## src/rtl/cpu_pkg.sv

```systemverilog
// rtl/cpu_pkg.sv - shared widths and write-back entry type
// Register-file geometry shared by the write-back queue and its forwarding lookups.
package cpu_pkg;
  localparam int REG_W  = 5;
  localparam int DATA_W = 32;

  typedef struct packed {
    logic [REG_W-1:0]  wn;
    logic [DATA_W-1:0] d;
  } wb_entry_t;
endpackage

```

## src/rtl/wb_fwd_lookup.sv

```systemverilog
// rtl/wb_fwd_lookup.sv - youngest-match forwarding lookup over pending write-backs
// Scans entries oldest to youngest from the read pointer so the last match wins.
module wb_fwd_lookup
  import cpu_pkg::*;
#(
  parameter int DEPTH = 4,
  parameter int AW    = 2
) (
  input  wb_entry_t [DEPTH-1:0] entries_i,
  input  logic [DEPTH-1:0]      valid_i,
  input  logic [AW-1:0]         rd_ptr_i,
  input  logic [REG_W-1:0]      rn_i,
  output logic                  hit_o,
  output logic [DATA_W-1:0]     q_o
);

  logic [AW-1:0] idx;

  always_comb begin
    hit_o = 1'b0;
    q_o   = '0;
    idx   = '0;
    for (int k = 0; k < DEPTH; k++) begin
      idx = rd_ptr_i + AW'(k);
      if (rn_i != '0 && valid_i[idx] && entries_i[idx].wn == rn_i) begin
        hit_o = 1'b1;
        q_o   = entries_i[idx].d;
      end
    end
  end

endmodule

```

## src/rtl/reg_writeback_buffer.sv

```systemverilog
// rtl/reg_writeback_buffer.sv - in-order write-back queue in front of the register file
// Merges load and ALU results (load first), drains one per cycle, forwards to read ports A/B.
module reg_writeback_buffer
  import cpu_pkg::*;
#(
  parameter int DEPTH = 4,
  parameter int AW    = 2
) (
  input  logic              clk,
  input  logic              clrn,
  input  logic              mem_valid,
  input  logic [REG_W-1:0]  mem_wn,
  input  logic [DATA_W-1:0] mem_d,
  output logic              mem_ready,
  input  logic              alu_valid,
  input  logic [REG_W-1:0]  alu_wn,
  input  logic [DATA_W-1:0] alu_d,
  output logic              alu_ready,
  output logic              wb_we,
  output logic [REG_W-1:0]  wb_wn,
  output logic [DATA_W-1:0] wb_d,
  input  logic [REG_W-1:0]  fa_rn,
  output logic              fa_hit,
  output logic [DATA_W-1:0] fa_q,
  input  logic [REG_W-1:0]  fb_rn,
  output logic              fb_hit,
  output logic [DATA_W-1:0] fb_q,
  output logic              empty
);

  localparam logic [AW:0] DEPTH_C = (AW+1)'(DEPTH);

  wb_entry_t [DEPTH-1:0] entries_q, entries_d;
  logic [DEPTH-1:0]      valid_q, valid_d;
  logic [AW-1:0]         wr_ptr_q, wr_ptr_d;
  logic [AW-1:0]         rd_ptr_q, rd_ptr_d;
  logic [AW:0]           count_q, count_d;
  logic [AW:0]           free;
  logic [AW-1:0]         alu_slot;
  logic                  mem_push, alu_push, pop;

  // The drain happening this cycle is deliberately not credited to free space.
  assign free      = DEPTH_C - count_q;
  assign mem_ready = free >= (AW+1)'(1);
  assign alu_ready = free >= (mem_valid ? (AW+1)'(2) : (AW+1)'(1));

  // Writes to r0 complete the handshake but are dropped.
  assign mem_push = mem_valid && mem_ready && (mem_wn != '0);
  assign alu_push = alu_valid && alu_ready && (alu_wn != '0);
  assign pop      = count_q != '0;

  always_comb begin
    entries_d = entries_q;
    valid_d   = valid_q;
    alu_slot  = wr_ptr_q + AW'(mem_push);
    if (pop) begin
      valid_d[rd_ptr_q] = 1'b0;
    end
    if (mem_push) begin
      entries_d[wr_ptr_q] = '{wn: mem_wn, d: mem_d};
      valid_d[wr_ptr_q]   = 1'b1;
    end
    if (alu_push) begin
      entries_d[alu_slot] = '{wn: alu_wn, d: alu_d};
      valid_d[alu_slot]   = 1'b1;
    end
    wr_ptr_d = wr_ptr_q + AW'({1'b0, mem_push} + {1'b0, alu_push});
    rd_ptr_d = rd_ptr_q + AW'(pop);
    count_d  = count_q + (AW+1)'(mem_push) + (AW+1)'(alu_push) - (AW+1)'(pop);
  end

  always_ff @(posedge clk) begin
    if (!clrn) begin
      valid_q  <= '0;
      wr_ptr_q <= '0;
      rd_ptr_q <= '0;
      count_q  <= '0;
    end else begin
      valid_q  <= valid_d;
      wr_ptr_q <= wr_ptr_d;
      rd_ptr_q <= rd_ptr_d;
      count_q  <= count_d;
    end
  end

  // Payload needs no reset: it is only observed through valid bits and count.
  always_ff @(posedge clk) begin
    entries_q <= entries_d;
  end

  assign wb_we = pop;
  assign wb_wn = pop ? entries_q[rd_ptr_q].wn : '0;
  assign wb_d  = pop ? entries_q[rd_ptr_q].d  : '0;
  assign empty = count_q == '0;

  wb_fwd_lookup #(.DEPTH(DEPTH), .AW(AW)) u_fwd_a (
    .entries_i (entries_q),
    .valid_i   (valid_q),
    .rd_ptr_i  (rd_ptr_q),
    .rn_i      (fa_rn),
    .hit_o     (fa_hit),
    .q_o       (fa_q)
  );

  wb_fwd_lookup #(.DEPTH(DEPTH), .AW(AW)) u_fwd_b (
    .entries_i (entries_q),
    .valid_i   (valid_q),
    .rd_ptr_i  (rd_ptr_q),
    .rn_i      (fb_rn),
    .hit_o     (fb_hit),
    .q_o       (fb_q)
  );

endmodule

```

## config.mk

```make
export PLATFORM = sky130hd
export DESIGN_NAME = reg_writeback_buffer
export DESIGN_NICKNAME = d
export VERILOG_FILES = /design/src/rtl/cpu_pkg.sv /design/src/rtl/wb_fwd_lookup.sv /design/src/rtl/reg_writeback_buffer.sv
export SDC_FILE = /design/constraint.sdc
export NUM_CORES = 1
export LEC_CHECK = 0
export CORE_MARGIN = 10
export CORE_UTILIZATION = 45
export CTS_BUF_LIST = sky130_fd_sc_hd__clkbuf_2 sky130_fd_sc_hd__clkbuf_4 sky130_fd_sc_hd__clkbuf_8
export DETAILED_ROUTE_END_ITERATION = 12
export HOLD_SLACK_MARGIN = 0.08
export PLACE_DENSITY_LB_ADDON = 0.05
export SYNTH_ARGS = -nofsm -noshare
export SYNTH_HDL_FRONTEND = slang
export SYNTH_SLANG_ARGS = --single-unit
```

## constraint.sdc

```tcl
create_clock -name clk -period 5.5 [get_ports clk]
set_input_delay 0.55 -clock clk [delete_from_list [all_inputs] [get_ports clk]]
set_output_delay 0.55 -clock clk [all_outputs]
set_load 0.01 [all_outputs]
```

==> flow_metrics.py <==
metrics = {
    "placed_design": {
        "dp_cells": 1871,
        "portBuffers": 194,
        "hpwl_um": 29700,
        "dpl-instance-area_sq_mm": 0.0157,
        "gp_congestion": 0.917,
    },
    "sta": {
        "slew_violations": 0,
        "tightest_slew_ns": 1.14,
        "post-route-period-util_pct": 96.0,
        "finalSetupViolations": 0,
        "slew_headroom_pct": 23.8,
        "finalHoldViolCount": 0,
        "clock_skew_ns": 0.0232,
        "min_period_ns": 5.28,
        "max_freq_mhz": 189,
        "final.setup.tns_ns": 0,
        "grt_setup_unrepaired": "no",
        "hold_slack_ns": 0.583,
    },
    "synth": {
        "syn_avg_cell_area_sq_um": 9.73,
        "yosysTopAreaCell": "mux4_2",
        "syn-instance-count": 1402,
        "synth_edf_count": 0,
        "async_flop_share_pct": 0,
        "synth_area_sq_mm": 0.0136,
        "synth_nets": 1505,
        "yosysUniqueCellTypes": 60,
        "synthTopCellsByArea": "mux4_2 23%, dfxtp_1 23%, mux2i_1 11%",
        "ys_seq_area_share_pct": 23.3,
        "yosys_register_bits": 159,
        "synth_top_area_share_pct": 23.4,
        "ys_warn_count": 0,
        "synthFlopType": "dfxtp_1",
    },
    "drt": {
        "first_pass_iters": 5,
        "finalWirelength_um": 45300,
        "avgRoutedWirePerCell_um": 23.8,
        "drtAntennaViolNets": 0,
        "viasPerCell": 6.33,
        "vias": 12100,
        "drc": 0,
        "drt-initial-drc-count": 1112,
    },
    "setup_path": {
        "worstPathArrival_ns": 4.73,
        "cp-end-kind": "output port",
        "start_kind": "flop",
        "path_depth": 10,
        "crit_chain": "inv_1 > ha_4 > mux4_2 > a211o_1 > a211oi_2 > and3_2 > buf_4 > a221oi_1 > o31ai_2 > clkdlybuf4s50_1",
        "required_ns": 4.95,
        "cp_max_fo": 18,
        "crit_buf_inv": 3,
        "timing_worst_setup_path_type": "flop to output port",
        "crit_path_max_incr_delay_ns": 0.66,
        "cp_top_family": "compound AO/OA/AOI/OAI gates",
        "slowest_stage": "and3_2",
        "reg2reg_depth": 10,
    },
    "finish": {
        "syn_to_final_growth_pct": 18.1,
        "fin_nets": 1603,
        "final_cell_area_sq_mm": 0.0161,
        "final_common_cell": "clkdlybuf4s50_1",
        "finalNonFillerCells": 1903,
        "post-route-util_pct": 54.1,
        "diodes": 0,
        "final_cell_mix": "194 x clkdlybuf4s50_1, 185 x nand2_1, 157 x dfxtp_1, 152 x o21ai_0, 151 x mux2i_1",
        "drive_gt1_share_pct": 17.2,
    },
    "worst_hold_path": {
        "min_path_type": "flop to flop",
        "whs_path_depth": 2,
    },
    "global_routing": {
        "grt_max_degree": 110,
        "grtUsageTotal_pct": 23.2,
        "grt_overflow": 0,
        "grt_pass1_wl_um": 70400,
        "grt_pass1_vias": 11700,
        "antenna_found_initial": 0,
    },
    "die": {
        "die_x_um": 194,
        "dieArea_sq_mm": 0.0377,
        "die_h_um": 194,
        "ioPinCount": 195,
        "start_util_pct": 45.8,
        "core_sq_mm": 0.0298,
        "placementRows": 63,
    },
    "outcome": {
        "status": "completed",
    },
    "clock_network": {
        "cts-root-buf": "clkbuf_8",
        "cts_setup_buffers": 0,
        "cts_max_path_buffers": 2,
        "ctsHoldBuffers": 0,
        "cts_tree": "done",
        "cts_buffers": 17,
        "cts_sinks": 159,
        "clock_latency_ns": 0.48,
        "clk_pin_slew_ns": 0.10,
        "h-tree-depth": 4,
    },
    "pwr": {
        "p_leak_uw": 0.00557,
        "ir_worst_vdd_mv": 0.268,
        "p_per_area_mw_per_mm2": 618,
    },
    "flow_run": {
        "drv_cap": 0,
    },
}
==> worst register-to-register path, stage by stage (launching register included) <==
cell,delay (ns)
dfxtp_1,0.42
inv_1,0.08
ha_1,0.20
ha_1,0.29
or4b_2,0.61
o211ai_1,0.30
inv_1,0.17
ha_1,0.37
nor3_2,0.71
buf_12,0.37
o21ai_0,0.21
==> layer usage <==
metal / track usage, % / part of all wire (%)
met5: 0 / 0
met4: 5.45 / 1.5
met3: 3.70 / 6.7
met2: 38.6 / 48
met1: 30.8 / 44
==> cell families (layout without fill, tap and decap cells) <==
family          count (synthesis)  after routing  share of synthesized area (%)
mux                           303            303                           36.1
buf+inv                       160            271                           5.77
fa+ha+maj                      15             15                           1.54
flops                         159            159                           23.3
simple gates                  360            360                           12.9
xor+xnor                       44             44                           2.88
compound gates                361            361                           17.5
==> path summary, 6_finish.rpt <==
kind | from | endpoint | slack (ns)
worst max register to register | count_q[0] | entries_q[86] | 1.62
worst max-delay path | rd_ptr_q[1] | fa_q[6] | 0.22
worst min-delay path | entries_q[2] | entries_q[2] | 0.58
worst min register to register | entries_q[2] | entries_q[2] | 0.58
==> power breakdown <==
part           internal [uW]  switching (uW)  leakage (uW)
clock                    380             533      0.000201
sequential              1770             692       0.00134
combinational           3360            3210       0.00404
==> cell usage after synthesis (5+ instances only) <==
master    count
a21oi_1      61
nor2_1       33
and3_1       33
a221oi_1     22
a221oi_2      9
o31ai_1      16
dfxtp_1     159
nor2b_1      30
mux4_1        7
xor2_1       14
o31ai_2      14
mux2i_1     151
nand2_1     186
inv_1        13
ha_1         12
o211ai_1     31
buf_2        35
buf_4         5
buf_1        12
buf_6        11
o21ai_0     152
a21boi_0     33
clkbuf_1     77
xnor2_1      29
and2_1       50
mux4_2      142
==> registers in the layout (all words and copies together), names as in the netlist <==
signal and cells:
rd_ptr_q 2, count_q 3, wr_ptr_q 2, valid_q 4
entries_q 148
==> metrics by stage <==
step | worst slack (ns) | power [uW]
final | 0.223 | 9960
after detailed placement | 0.580 | 9020
after global placement | 0.623 | 8900
after CTS | 0.0520 | 9960
after floorplan | 0.913 | 7080
after global routing | 0.0277 | 10700
==> what timing repair did <==
action | 4_1_cts | 5_1_grt
gates resized for setup | 0 | 3
setup endpoints to repair | 0 | 65
endpoints found under the hold margin | 0 | 0
==> cell type report <==
class / count / area [sq um]
Clock buffer: 18 / 241
Clock inverter: 14 / 145
Fill cell: 2691 / 13700
Inverter: 14 / 52.6
Multi-Input combinational cell: 1083 / 9750
Sequential cell: 159 / 3190
Tap cell: 390 / 488
Timing Repair Buffer: 225 / 2250
Power figures use the tool's default switching activity.
==> variant: new RTL, config.mk and constraints unchanged <==
`DATA_W`: 32 -> 64.
--- a/src/rtl/cpu_pkg.sv
+++ b/src/rtl/cpu_pkg.sv
@@ -4,3 +4,3 @@
   localparam int REG_W  = 5;
-  localparam int DATA_W = 32;
+  localparam int DATA_W = 64;
 
Interface: changed (5 resized); port bits go from 195 to 355. No check against the original RTL was run, so the function may have changed too.
==> variant against the original RTL <==
  * Sequential cell count up 128
  * Design area grew 83%
  * Sequential power increased by 82%
  * Synthesized area is 78% higher
  * Sequential share of layout area decreased by 0.27 points
  * Worst setup slack got worse by 0.083 ns
  * Largest cell class unchanged
  * Total power grew 88%
  * Wire length increased by 100%
==> variant: results (changes against the original RTL) <==
drive_gt1_frac: 0.185  # was 0.172
crit_path_start: "rd_ptr_q[1]$_SDFF_PN0_"  # unchanged
cp_slowest_stage_delay_ns: 0.60  # was 0.66 ns
gp_congestion: 0.840  # was 0.917
synth_area_leaders: "mux4_2, dfxtp_1, mux2i_1"  # unchanged
track_usage: 0.280  # was 0.232
cts_buffers: 53  # was 17
power.switching_mw: 8.26  # was 4.44 mW
crit_end: "fb_q[46]"  # was fa_q[6]
clock_skew_ns: 0.0492  # was 0.0232 ns
io_buffers: 354  # was 194
postSynth.asyncResetShare: 0  # unchanged
combinationalPower_mw: 12.0  # was 6.58 mW
syn_nets: 2699  # was 1505
ys_seq_area_frac: 0.236  # was 0.233
drt_wl_total_um: 92600  # was 45300 um
clockRootBuffer: "clkbuf_8"  # unchanged
grt_pass1_vias: 22373  # was 11704
h-tree-depth: 2  # was 4
r2r_end: "entries_q[230]$_DFF_P_"  # was entries_q[86]$_DFF_P_
firstDrtPassIters: 5  # unchanged
r2r_cells: 11  # was 10
slew_headroom: 0.288  # was 0.238
initialDrtViolationCount: 1903  # was 1112
status: "finished clean"  # unchanged
cts_buffer_depth: 3  # was 2
reg2reg_slack_ns: 1.39  # was 1.62 ns
fin_nets: 2887  # was 1603
min_path_type: "in2reg"  # was reg2reg
reg.largest.list: "entries_q: 276 flops, valid_q: 4 flops, count_q: 3 flops"  # was entries_q: 148 flops, valid_q: 4 flops, count_q: 3 flops
synthTopCellsByCount: "nand2_1, dfxtp_1, o21ai_0"  # unchanged
grt_max_degree: 140  # was 110
synth_cell_types: 54  # was 60
ir_drop_v: 0.000408  # was 0.000268 V
routed_via_density: 6.49  # was 6.33
yosysWarningCount: 0  # unchanged
clk_pin_slew_ns: 0.06  # was 0.10 ns
hpwl_um: 58200  # was 29700 um
cpMaxStageDelayCell: "mux4_2"  # was and3_2
clk_latency_ns: 0.68  # was 0.48 ns
critPathTopFamily: "compound AO/OA/AOI/OAI gates"  # unchanged
cp_max_fo: 24  # was 18
grt_pass1_wl_um: 139000  # was 70400 um
r2r_start: "count_q[0]$_SDFF_PN0_"  # unchanged
leakage_nw: 10.2  # was 5.57 nW
ys.flop_type: "dfxtp_1"  # unchanged
antenna_found_initial: 18  # was 0
p_comb_frac: 0.637  # was 0.661
powerSeq_mw: 4.50  # was 2.47 mW
[variant: cell count changes in the layout (fill, tap and decap cells not counted), moves of 33 or more]
cell	delta
clkdlybuf4s50_1	+160
and3_1	+33
mux4_2	+125
dfxtp_1	+128
nand2_1	+156
o21ai_0	+129
mux2i_1	+128
and2_1	+37
a21oi_1	+61
clkbuf_8	+52
nor2_1	+97
[variant: per-stage QoR]
stage               utilization  cell area (um^2)  setup WS (ns)  std cells
finish                    0.549             29500          0.140       3465
global route              0.549             29500        0.00685       3463
CTS                       0.547             29400        0.00481       3451
detailed placement        0.525             28200          0.635       3357
global placement          0.525             28200          0.702       3357
floorplan                     -             24300          0.926       2532
[variant: cell families after synthesis]
kind of cell / count (synthesis) / share of synthesized area
AO/OA/AOI/OAI: 676 / 0.187
XOR/XNOR: 44 / 0.0165
adder cells (fa/ha/maj): 15 / 0.00864
buffers and inverters: 289 / 0.0540
flip-flops: 287 / 0.236
multiplexers: 559 / 0.375
AND/OR/NAND/NOR: 662 / 0.123
[variant: area by class of cell]
| type | count | area, um^2 |
|---|---|---|
| Fill cell | 4804 | 24200 |
| Multi-Input combinational cell | 1956 | 17400 |
| Sequential cell | 287 | 5750 |
| Timing Repair Buffer | 409 | 4220 |
| Clock buffer | 78 | 1010 |
| Tap cell | 696 | 871 |
| Clock inverter | 13 | 154 |
| Inverter | 13 | 48.8 |
| Antenna cell | 13 | 32.5 |
[variant: timing repair]
item,4_1_cts,5_1_grt
pin swaps,1,0
gates cloned,0,1
endpoints found under the setup margin,29,64
setup buffers,3,0
gates resized for setup,1,8
[variant: worst min-delay path by stage]
stage	start	end	slack, ns	depth (start not counted)
2_1_floorplan	entries_q[272]$_DFF_P_	entries_q[272]$_DFF_P_	0.53	2
3_3_place_gp	entries_q[171]$_DFF_P_	entries_q[171]$_DFF_P_	0.55	2
3_5_place_dp	entries_q[245]$_DFF_P_	entries_q[245]$_DFF_P_	0.57	2
4_1_cts	alu_d[4]	entries_q[211]$_DFF_P_	0.48	3
5_1_grt	alu_d[3]	entries_q[210]$_DFF_P_	0.52	3
6_report	alu_d[4]	entries_q[211]$_DFF_P_	0.52	3
[variant: routing by layer]
metal | share of wire | GRT usage | up-vias | routed length (um)
met2 | 0.48 | 0.467 | 1070 | 44400
met4 | 0.040 | 0.128 | 10 | 3700
met3 | 0.092 | 0.0734 | 236 | 8510
met1 | 0.39 | 0.334 | 11156 | 35900
met5 | 0.00065 | 0 | - | 60
li1 | - | - | 10000 | -
[variant: worst reg2reg max path: stages (launching register included)]
cell      delay, ns
dfxtp_1        0.40
inv_1          0.09
ha_1           0.20
ha_1           0.29
or4b_2         0.66
o211ai_1       0.31
inv_1          0.17
ha_1           0.25
xor2_1         0.22
and3_4         0.70
buf_4          0.47
o21ai_0        0.17
